### src/rtl/vga_sync_rx.sv
// vga_sync_rx: receive side of a VGA timing link.
// Measures line/frame totals from hs/vs, locks onto a stable raster and
// regenerates draw/x/y. Define VGA_RX_STATS_EN to add frame_cnt/err_cnt.
// state_dbg exposes the lock FSM: 0 = SEARCH, 1 = ACQUIRE, 2 = LOCKED.
// There is no handshake on this block: hs/vs are sampled every clock and all
// outputs are valid every clock.
module vga_sync_rx #(
  parameter int H_ACTIVE    = 640,
  parameter int H_BP        = 48,
  parameter int V_ACTIVE    = 480,
  parameter int V_BP        = 33,
  parameter bit HS_POL      = 1'b0,
  parameter bit VS_POL      = 1'b0,
  parameter int LOCK_FRAMES = 2
) (
  input  logic        clk,
  input  logic        rst,
  input  logic        hs,
  input  logic        vs,
  output logic        draw,
  output logic [9:0]  x,
  output logic [8:0]  y,
  output logic        locked,
  output logic [11:0] h_total,
  output logic [10:0] v_total,
`ifdef VGA_RX_STATS_EN
  output logic [15:0] frame_cnt,
  output logic [15:0] err_cnt,
`endif
  output logic [1:0]  state_dbg
);

  typedef enum logic [1:0] {SEARCH = 2'd0, ACQUIRE = 2'd1, LOCKED = 2'd2} state_t;

  localparam logic [4:0]  LOCK_TGT = 5'(LOCK_FRAMES - 1);
  localparam logic [11:0] H_LO     = 12'(H_BP);
  localparam logic [11:0] H_HI     = 12'(H_BP + H_ACTIVE);
  localparam logic [10:0] V_LO     = 11'(V_BP);
  localparam logic [10:0] V_HI     = 11'(V_BP + V_ACTIVE);

  state_t      state, state_n;
  logic        hs_q, vs_q;
  logic [11:0] h_cnt, ref_h, lock_h, h_len, ref_now;
  logic [10:0] v_cnt, lock_v, v_len;
  logic        frame_pend, first_line, h_ok;
  logic [3:0]  match_cnt, match_n;
  logic [4:0]  match_inc;
  logic        hte, vte, fb, h_sat, frame_match, do_lock, draw_d;

  assign hte         = (hs_q == HS_POL) && (hs != HS_POL);
  assign vte         = (vs_q == VS_POL) && (vs != VS_POL);
  assign fb          = hte && frame_pend;
  assign h_sat       = (h_cnt == 12'hFFF);
  assign h_len       = h_cnt + 12'd1;
  assign v_len       = v_cnt + 11'd1;
  assign match_inc   = {1'b0, match_cnt} + 5'd1;
  // A frame matches when all its lines equal its first line and its line
  // count repeats the previous frame's (v_total still holds that value).
  assign frame_match = (first_line || (h_ok && (h_len == ref_h))) && (v_len == v_total);
  assign ref_now     = first_line ? h_len : ref_h;
  assign state_dbg   = state;

  // Register sync inputs; reset to the inactive level so release is not an edge.
  always_ff @(posedge clk or negedge rst) begin
    if (!rst) begin
      hs_q <= ~HS_POL;
      vs_q <= ~VS_POL;
    end else begin
      hs_q <= hs;
      vs_q <= vs;
    end
  end

  // Pixel/line counters and the measured totals.
  always_ff @(posedge clk or negedge rst) begin
    if (!rst) begin
      h_cnt      <= '0;
      h_total    <= '0;
      v_cnt      <= '0;
      v_total    <= '0;
      frame_pend <= 1'b0;
    end else begin
      if (hte) begin
        h_cnt   <= '0;
        h_total <= h_len;
      end else if (!h_sat) begin
        h_cnt <= h_len;
      end
      if (fb) begin
        v_cnt   <= '0;
        v_total <= v_len;
      end else if (hte && (v_cnt != 11'h7FF)) begin
        v_cnt <= v_len;
      end
      // A vs edge coincident with an hs edge defers the boundary one line.
      if (vte) frame_pend <= 1'b1;
      else if (fb) frame_pend <= 1'b0;
    end
  end

  // Per-frame line-length consistency: remember the first line, flag any other.
  always_ff @(posedge clk or negedge rst) begin
    if (!rst) begin
      first_line <= 1'b0;
      h_ok       <= 1'b0;
      ref_h      <= '0;
    end else if (hte) begin
      if (fb) begin
        first_line <= 1'b1;
      end else if (first_line) begin
        ref_h      <= h_len;
        h_ok       <= 1'b1;
        first_line <= 1'b0;
      end else if (h_len != ref_h) begin
        h_ok <= 1'b0;
      end
    end
  end

  // Lock FSM next-state logic; loss of hs overrides everything.
  always_comb begin
    state_n = state;
    match_n = match_cnt;
    do_lock = 1'b0;
    case (state)
      SEARCH: begin
        if (fb) begin
          state_n = ACQUIRE;
          match_n = '0;
        end
      end
      ACQUIRE: begin
        if (fb) begin
          if (frame_match) begin
            match_n = match_inc[3:0];
            if (match_inc >= LOCK_TGT) begin
              state_n = LOCKED;
              do_lock = 1'b1;
            end
          end else begin
            match_n = '0;
          end
        end
      end
      LOCKED: begin
        if (hte && ((h_len != lock_h) || (fb && (v_len != lock_v)))) begin
          state_n = ACQUIRE;
          match_n = '0;
        end
      end
      default: begin
        state_n = SEARCH;
        match_n = '0;
      end
    endcase
    if (h_sat) begin
      state_n = SEARCH;
      match_n = '0;
    end
  end

  // Raster window uses the next state so draw falls together with locked.
  always_comb begin
    draw_d = (state_n == LOCKED) && (h_cnt >= H_LO) && (h_cnt < H_HI) &&
             (v_cnt >= V_LO) && (v_cnt < V_HI);
  end

  // FSM state register, locked raster reference and registered outputs.
  always_ff @(posedge clk or negedge rst) begin
    if (!rst) begin
      state     <= SEARCH;
      match_cnt <= '0;
      lock_h    <= '0;
      lock_v    <= '0;
      locked    <= 1'b0;
      draw      <= 1'b0;
      x         <= '0;
      y         <= '0;
    end else begin
      state     <= state_n;
      match_cnt <= match_n;
      if (do_lock) begin
        lock_h <= ref_now;
        lock_v <= v_len;
      end
      locked <= (state_n == LOCKED);
      draw   <= draw_d;
      x      <= draw_d ? 10'(h_cnt - H_LO) : '0;
      y      <= draw_d ? 9'(v_cnt - V_LO) : '0;
    end
  end

`ifdef VGA_RX_STATS_EN
  // Frame and lock-loss counters, both saturating.
  always_ff @(posedge clk or negedge rst) begin
    if (!rst) begin
      frame_cnt <= '0;
      err_cnt   <= '0;
    end else begin
      if (fb && (frame_cnt != 16'hFFFF)) frame_cnt <= frame_cnt + 16'd1;
      if ((state == LOCKED) && (state_n != LOCKED) && (err_cnt != 16'hFFFF))
        err_cnt <= err_cnt + 16'd1;
    end
  end
`endif

endmodule

### config.mk
export PLATFORM = sky130hd
export DESIGN_NAME = vga_sync_rx
export DESIGN_NICKNAME = d
export VERILOG_FILES = /design/src/rtl/vga_sync_rx.sv
export SDC_FILE = /design/constraint.sdc
export NUM_CORES = 1
export LEC_CHECK = 0
export ABC_AREA = 1
export CAP_MARGIN = 20
export CELL_PAD_IN_SITES_DETAIL_PLACEMENT = 0
export CELL_PAD_IN_SITES_GLOBAL_PLACEMENT = 1
export CORE_MARGIN = 8
export CORE_UTILIZATION = 44
export DETAILED_ROUTE_END_ITERATION = 6
export PLACE_DENSITY = 0.84
export REMOVE_ABC_BUFFERS = 1
export SLEW_MARGIN = 5
export SYNTH_ARGS = -nofsm -noshare
export SYNTH_HDL_FRONTEND = slang
export SYNTH_SLANG_ARGS = --single-unit
### constraint.sdc
create_clock -name clk -period 2.8 [get_ports clk]
set_input_delay 0.42 -clock clk [delete_from_list [all_inputs] [get_ports clk]]
set_output_delay 0.42 -clock clk [all_outputs]
set_load 0.01 [all_outputs]
Word-level counts from Yosys, hierarchy flattened
Index checks and enable logic that the tools add are counted.
{"block": "op_classes", "add_sub_neg": 5, "n_lt_le_gt_ge": 5, "eq_ne": 14, "n_mux": 29, "n_bitwise": 3, "n_reduce_logical": 21}
{"operator": "$mux W12", "n": 3}
{"operator": "$ne A12 B12 Y1", "n": 2}
{"operator": "$mux W11", "n": 2}
{"operator": "$mux W4", "n": 5}
{"operator": "$add A12 B1 Y12 const B", "n": 1}
{"operator": "$eq A12 B12 Y1", "n": 1}
{"operator": "$eq A12 B12 Y1 const B", "n": 1}
{"operator": "$ge A12 B6 Y1 const B", "n": 1}
{"operator": "$logic_and A1 B1 Y1", "n": 12}
{"operator": "$lt A12 B10 Y1 const B", "n": 1}
{"operator": "$mux W2", "n": 6}
{"operator": "$pmux W4 S3", "n": 1}
{"operator": "$add A11 B1 Y11 const B", "n": 1}
{"operator": "$eq A11 B11 Y1", "n": 1}
{"operator": "$ge A11 B6 Y1 const B", "n": 1}
{"operator": "$lt A11 B10 Y1 const B", "n": 1}
{"operator": "$ne A11 B11 Y1", "n": 1}
{"operator": "$ne A11 B11 Y1 const B", "n": 1}
{"operator": "$mux W10", "n": 1}
{"operator": "$sub A10 B6 Y10 const B", "n": 1}
{"operator": "$mux W1", "n": 9}
{"operator": "$mux W9", "n": 1}
{"operator": "$ne A3 B3 Y1 const B", "n": 3}
{"operator": "$sub A9 B6 Y9 const B", "n": 1}
{"operator": "12 further kinds", "n": 19}
{"block": "word_totals", "reg_bits": 113, "output_inout_bits": 46, "wordCells": 95}

Longest topological paths before layout
{"block": "logic_depth", "word_depth": 15, "depth_mapped": 18}

Least setup slack after synthesis
OpenSTA, ideal clock, no wires.
{"block": "synth_path", "path_kind": "reg2reg", "from": "register v_cnt[0]", "to": "register lock_v[1]", "setup_ps": 124, "arrival_time_ps": 2189, "path_slack_ps": 487, "path_stages_with_launch": 17, "cell_sequence": "dfrtp_1 -> inv_1 -> ha_1 -> inv_1 -> o21ai_0 -> nor2_1 -> nand2_1 -> nor2_1 -> nand3_1 -> nor2_1 -> nand3_1 -> nor2_4 -> nand4_4 -> buf_6 -> buf_6 -> nand2_1 -> o21ai_1"}
{"block": "synth_via", "elab_chain_len": 6}
{"element": "start, declared", "line_no": "44", "rtl": "logic [10:0] v_cnt, lock_v, v_len;"}
{"element": "start signal, assigned", "line_no": "93", "rtl": "v_cnt <= v_len;"}
{"element": "$add A11 B1 Y11", "line_no": "55", "rtl": "assign v_len = v_cnt + 11'd1;"}
{"element": "via v_len[0]", "line_no": "44"}
{"element": "$eq A11 B11 Y1", "line_no": "59", "rtl": "assign frame_match = (first_line || (h_ok && (h_len == ref_h))) && (v_len == v_total);"}
{"element": "$logic_and A1 B1 Y1", "line_no": "59"}
{"element": "$mux W1", "line_no": "134", "rtl": "if (frame_match) begin"}
{"element": "$mux W1", "line_no": "133", "rtl": "if (fb) begin"}
{"element": "$mux W1", "line_no": "125", "rtl": "case (state)"}
{"element": "end signal, assigned", "line_no": "184", "rtl": "lock_v <= v_len;"}
{"element": "end, declared", "line_no": "44"}
The timed path passes the listed nets, and every way through them passes these cells.
A chain may end at the register's enable or synchronous reset.

Final worst setup path
{"block": "layout_path", "from": "register h_cnt[0]", "to": "register x[1]"}
{"block": "layout_via", "elab_chain_len": 15}
{"element": "start, declared", "line_no": "43", "rtl": "logic [11:0] h_cnt, ref_h, lock_h, h_len, ref_now;"}
{"element": "start signal, assigned", "line_no": "87", "rtl": "h_cnt <= h_len;"}
{"element": "$add A12 B1 Y12", "line_no": "54", "rtl": "assign h_len = h_cnt + 12'd1;"}
{"element": "$eq A12 B12 Y1", "line_no": "59"}
{"element": "$logic_and A1 B1 Y1", "line_no": "59"}
{"element": "$logic_or A1 B1 Y1", "line_no": "59"}
{"element": "$logic_and A1 B1 Y1", "line_no": "59"}
{"element": "$mux W2", "line_no": "134"}
{"element": "$mux W2", "line_no": "133"}
{"element": "$pmux W2 S3", "line_no": "125"}
{"element": "$mux W2", "line_no": "156", "rtl": "if (h_sat) begin"}
{"element": "$eq A2 B2 Y1", "line_no": "164", "rtl": "draw_d = (state_n == LOCKED) && (h_cnt >= H_LO) && (h_cnt < H_HI) &&"}
{"element": "$logic_and A1 B1 Y1 (3 in a row)", "line_no": "164"}
{"element": "$logic_and A1 B1 Y1", "line_no": "165", "rtl": "(v_cnt >= V_LO) && (v_cnt < V_HI);"}
{"element": "$mux W10 (*)", "line_no": "188", "rtl": "x <= draw_d ? 10'(h_cnt - H_LO) : '0;"}
{"element": "end signal, assigned", "line_no": "188"}
{"element": "end, declared", "line_no": "21", "rtl": "output logic [9:0] x,"}
Every way passes the cells marked *; elsewhere a longest branch is shown, timed or not.

==> metrics.md <==
| Metric | Value |
|---|---|
| Initial Utilization | `44.7%` |
| Critical path's slowest cell | `dfrtp_1` |
| Worst r2r src | `h_cnt[0]` |
| Nets@finish | `882` |
| Overall Global Routing Usage | `18.6%` |
| Sequential area share after synthesis | `45.8%` |
| Arrival @ worst endpoint | `2.89 ns` |
| PwrDens | `706 nW/µm²` |
| Flops & latches, synth | `113` |
| Fraction of layout cells with a size suffix above 1 | `15.3%` |
| Cells after synthesis | `798` |
| Grt peak-use layer | `met2` |
| Drt pass-1 iters | `5` |
| Vias per std cell | `5.13` |
| DIE WIDTH | `135 µm` |
| TritonCTS clock tree | `yes` |
| WL/cell | `15.1 µm` |
| Post-Syn Area per Cell | `7.75 µm²` |
| Clk sink count | `113` |
| YS warnings | `0` |
| Lkg Pwr | `3.66 nW` |
| TritonCTS buffer count | `17` |
| Max cap viols | `0` |
| Met2 usage | `31.1%` |
| Crit-path cells | `ha_2, nand3_2, nor2_2, nand2_1, nand2_1, nand2_1, nand2_1, nand3_1, nor2_1, nand2_1, nand2_4, nand4_4, nand2_2, nand3_2, buf_12, nor2_2` |
| Largest net degree at the start of global routing | `46` |
| Mux contribution to synthesized area | `0%` |
| Max Slew Vio Count | `0` |
| Worst Hold Class | `in2reg` |
| Number of global-route vias before repair | `5369` |
| Routed Antenna Nets | `0` |
| Largest stage delay, worst path | `0.41 ns` |
| CORE AREA | `13800 µm²` |
| Total Negative Setup Slacks | `0 ns` |
| Yosys top cell area share | `44.9%` |
| GRT met3 Usage | `3.57%` |
| Worst Slack Setup Final | `0.255 ns` |
| List of most frequent post-synthesis cells | `222 x nand2_1, 111 x dfrtp_1, 86 x inv_1` |
| Std-Cell Rows | `43` |
| Htree depth | `4` |
| Crit path kind | `reg2reg` |
| Ant. Diodes | `0` |
| Hold Crit Endpoint | `vs_q` |
| Starting DRT DRC Count | `311` |
| Initial antenna violation count | `0` |
| Synth Area in XOR/XNOR | `2.41%` |
| Final routed DRC violation total | `0` |
| Hold Path Depth | `1` |
| Worst rel slew slack | `63.5%` |
| Most frequent CP cell | `nand2_1` |
| Synth area leaders | `dfrtp_1 45%, nand2_1 13%, o21ai_0 5.9%` |
| Layout area overhead | `23.1%` |
| Worst endpoint required time | `3.15 ns` |
| CP Launch Type | `flop` |
| Primary FF master, synth | `dfrtp_1` |
| Synth Area in Adders | `1.62%` |
| Largest family of logic cells by synthesized area | `simple AND/OR/NAND/NOR gates` |
| Reg2Reg Depth | `16` |
| Unrepaired setup endpoints after global routing | `no` |
| Worst Skew | `0.00983 ns` |
| Longest Clk Path Bufs | `2` |
| Post-synthesis compound-gate area fraction | `11.0%` |
| GRT overflow | `0` |
| CTS clk-pin slew, worst paths | `0.05 ns` |
| Post-CTS Setup Repair Bufs | `0` |
| R2R Setup Slk | `0.26 ns` |
| Fin crit share | `90.9%` |
| Ys async rst share | `100%` |
| Final Hold Viols | `0` |
| RD Place Congestion | `0.892` |
| Routed WL | `16100 µm` |
| GR Util met1 | `22.7%` |
| FMAX | `393 MHz` |
| Final Setup Violations | `0` |
| R2r endpoint | `x[1]` |
| First-pass GRT wire length | `26600 µm` |
| Status | `complete, no violations` |
| Die Height | `135 µm` |
| Final HPWL DP | `11900 µm` |
| Crit-path max FO | `20` |
| Synthesized area | `6180 µm²` |
| I/O Pins | `50` |
| Most common cell in the netlist | `nand2_1` |
| Worst-Skew Late Latency | `0.42 ns` |
| Number of flops mapped to enable cells by yosys | `0` |
| Synth cell types | `40` |
| Synth Area in Simple Gates | `31.4%` |
| Worst vdd ir | `0.429 mV` |
| Worst Setup Slack post-DPL | `0.193 ns` |
| Tmin final | `2.54 ns` |
| Hold_sp | `vs` |
| Vias | `5457` |
| CTS Root Cell | `clkbuf_16` |
| Endpoint class of the critical path | `flop` |
| # port buffers | `49` |
| Die ar. | `18100 µm²` |
| Worst-Margin Slew | `0.547 ns` |
| Yosys top cell by area | `dfrtp_1` |
==> cells in the final DEF, fill, tap and decap left out, drive strengths merged <==
cell,synthesis,layout
and2,1,1
inv,93,93
a211oi,1,1
nand4,13,13
nor3,5,5
xor2,15,15
clkinv,1,5
buf,12,25
nand3,58,58
xnor2,2,2
o22ai,14,14
clkdlybuf4s50,0,48
or2,2,2
a311oi,1,1
o31ai,1,1
clkinvlp,0,3
a31oi,1,1
nor4,1,1
dlygate4sd3,0,1
bufinv,0,3
a21oi,11,11
o21bai,1,1
dfstp,2,2
ha,8,8
nor2,87,87
o21ai,96,96
clkbuf,9,22
nand3b,11,11
nand2,241,241
dfrtp,111,111
==> report_power, final <==
part	total (W)	switching, W	internal [W]
Combinational	0.00112	0.000666	0.000451
Clock	0.00223	0.000765	0.00146
Sequential	0.00203	0.000184	0.00185
Total	0.00537	0.00161	0.00376
==> worst max path at each step <==
stage	to	from	slack, ns
after global placement	y[1]	h_cnt[0]	0.24
after global routing	x[2]	h_cnt[0]	0.01
after detailed placement	y[5]	hs	0.19
after floorplan	x[0]	hs	-0.47
final	x[1]	h_cnt[0]	0.26
after CTS	y[5]	h_cnt[0]	0.18
==> routing by layer <==
layer  up-vias  wire length [µm]  part of all wire, %
li1       2715                 -                    -
met1      2579              7140                   44
met2       128              7920                   49
met3        35               616                  3.8
met4         0               422                  2.6
met5         -                 0                    0
==> what timing repair did <==
item | in CTS | in global routing
setup endpoints to repair | 0 | 47
resized for setup | 0 | 7
hold buffers | 1 | 0
endpoints found under the hold margin | 3 | 0
==> stage by stage <==
stage / instances / instance area (µm²) / total power, W / hold WS [ns] / utilization [%]
finish: 1063 / 7610 / 0.00537 / 0.448 / 55.0
global route: 1063 / 7610 / 0.00566 / 0.450 / 55.0
CTS: 1063 / 7590 / 0.00540 / 0.439 / 54.9
detailed placement: 1030 / 6970 / 0.00315 / 0.443 / 50.4
global placement: 1030 / 6970 / 0.00312 / 0.429 / 50.4
floorplan: 777 / 6050 / 0.00274 / 0.124 / -
==> logic make-up after synthesis <==
kind of cell / count (synthesis)
xor gates and xnor gates: 17
buffers and inverters: 115
adders and majority gates: 8
DFF: 113
and+or+nand+nor: 419
AOI/OAI and AO/OA: 126
==> registers in the layout, summed over array words and instances (netlist names), 9 cells and up <==
signal   count
lock_v      11
y            9
v_cnt       11
v_total     11
lock_h      12
h_total     12
ref_h       12
x           10
h_cnt       12
==> layout make-up <==
type	instances	area [µm²]
flip-flops and latches	113	2830
fillers	1296	6220
clock buffers	22	474
clock inverters	10	133
repair buffers	74	703
well taps	180	225
inverters	94	353
multi-input cells	570	2890
==> worst max-delay path: cells and delay by family (launching register included) <==
family | cells | cell delay [ns]
fa+ha+maj | 1 | 0.24
buf+inv | 1 | 0.18
flops | 1 | 0.41
simple gates | 14 | 1.62
(Power assumes the default switching activity.)
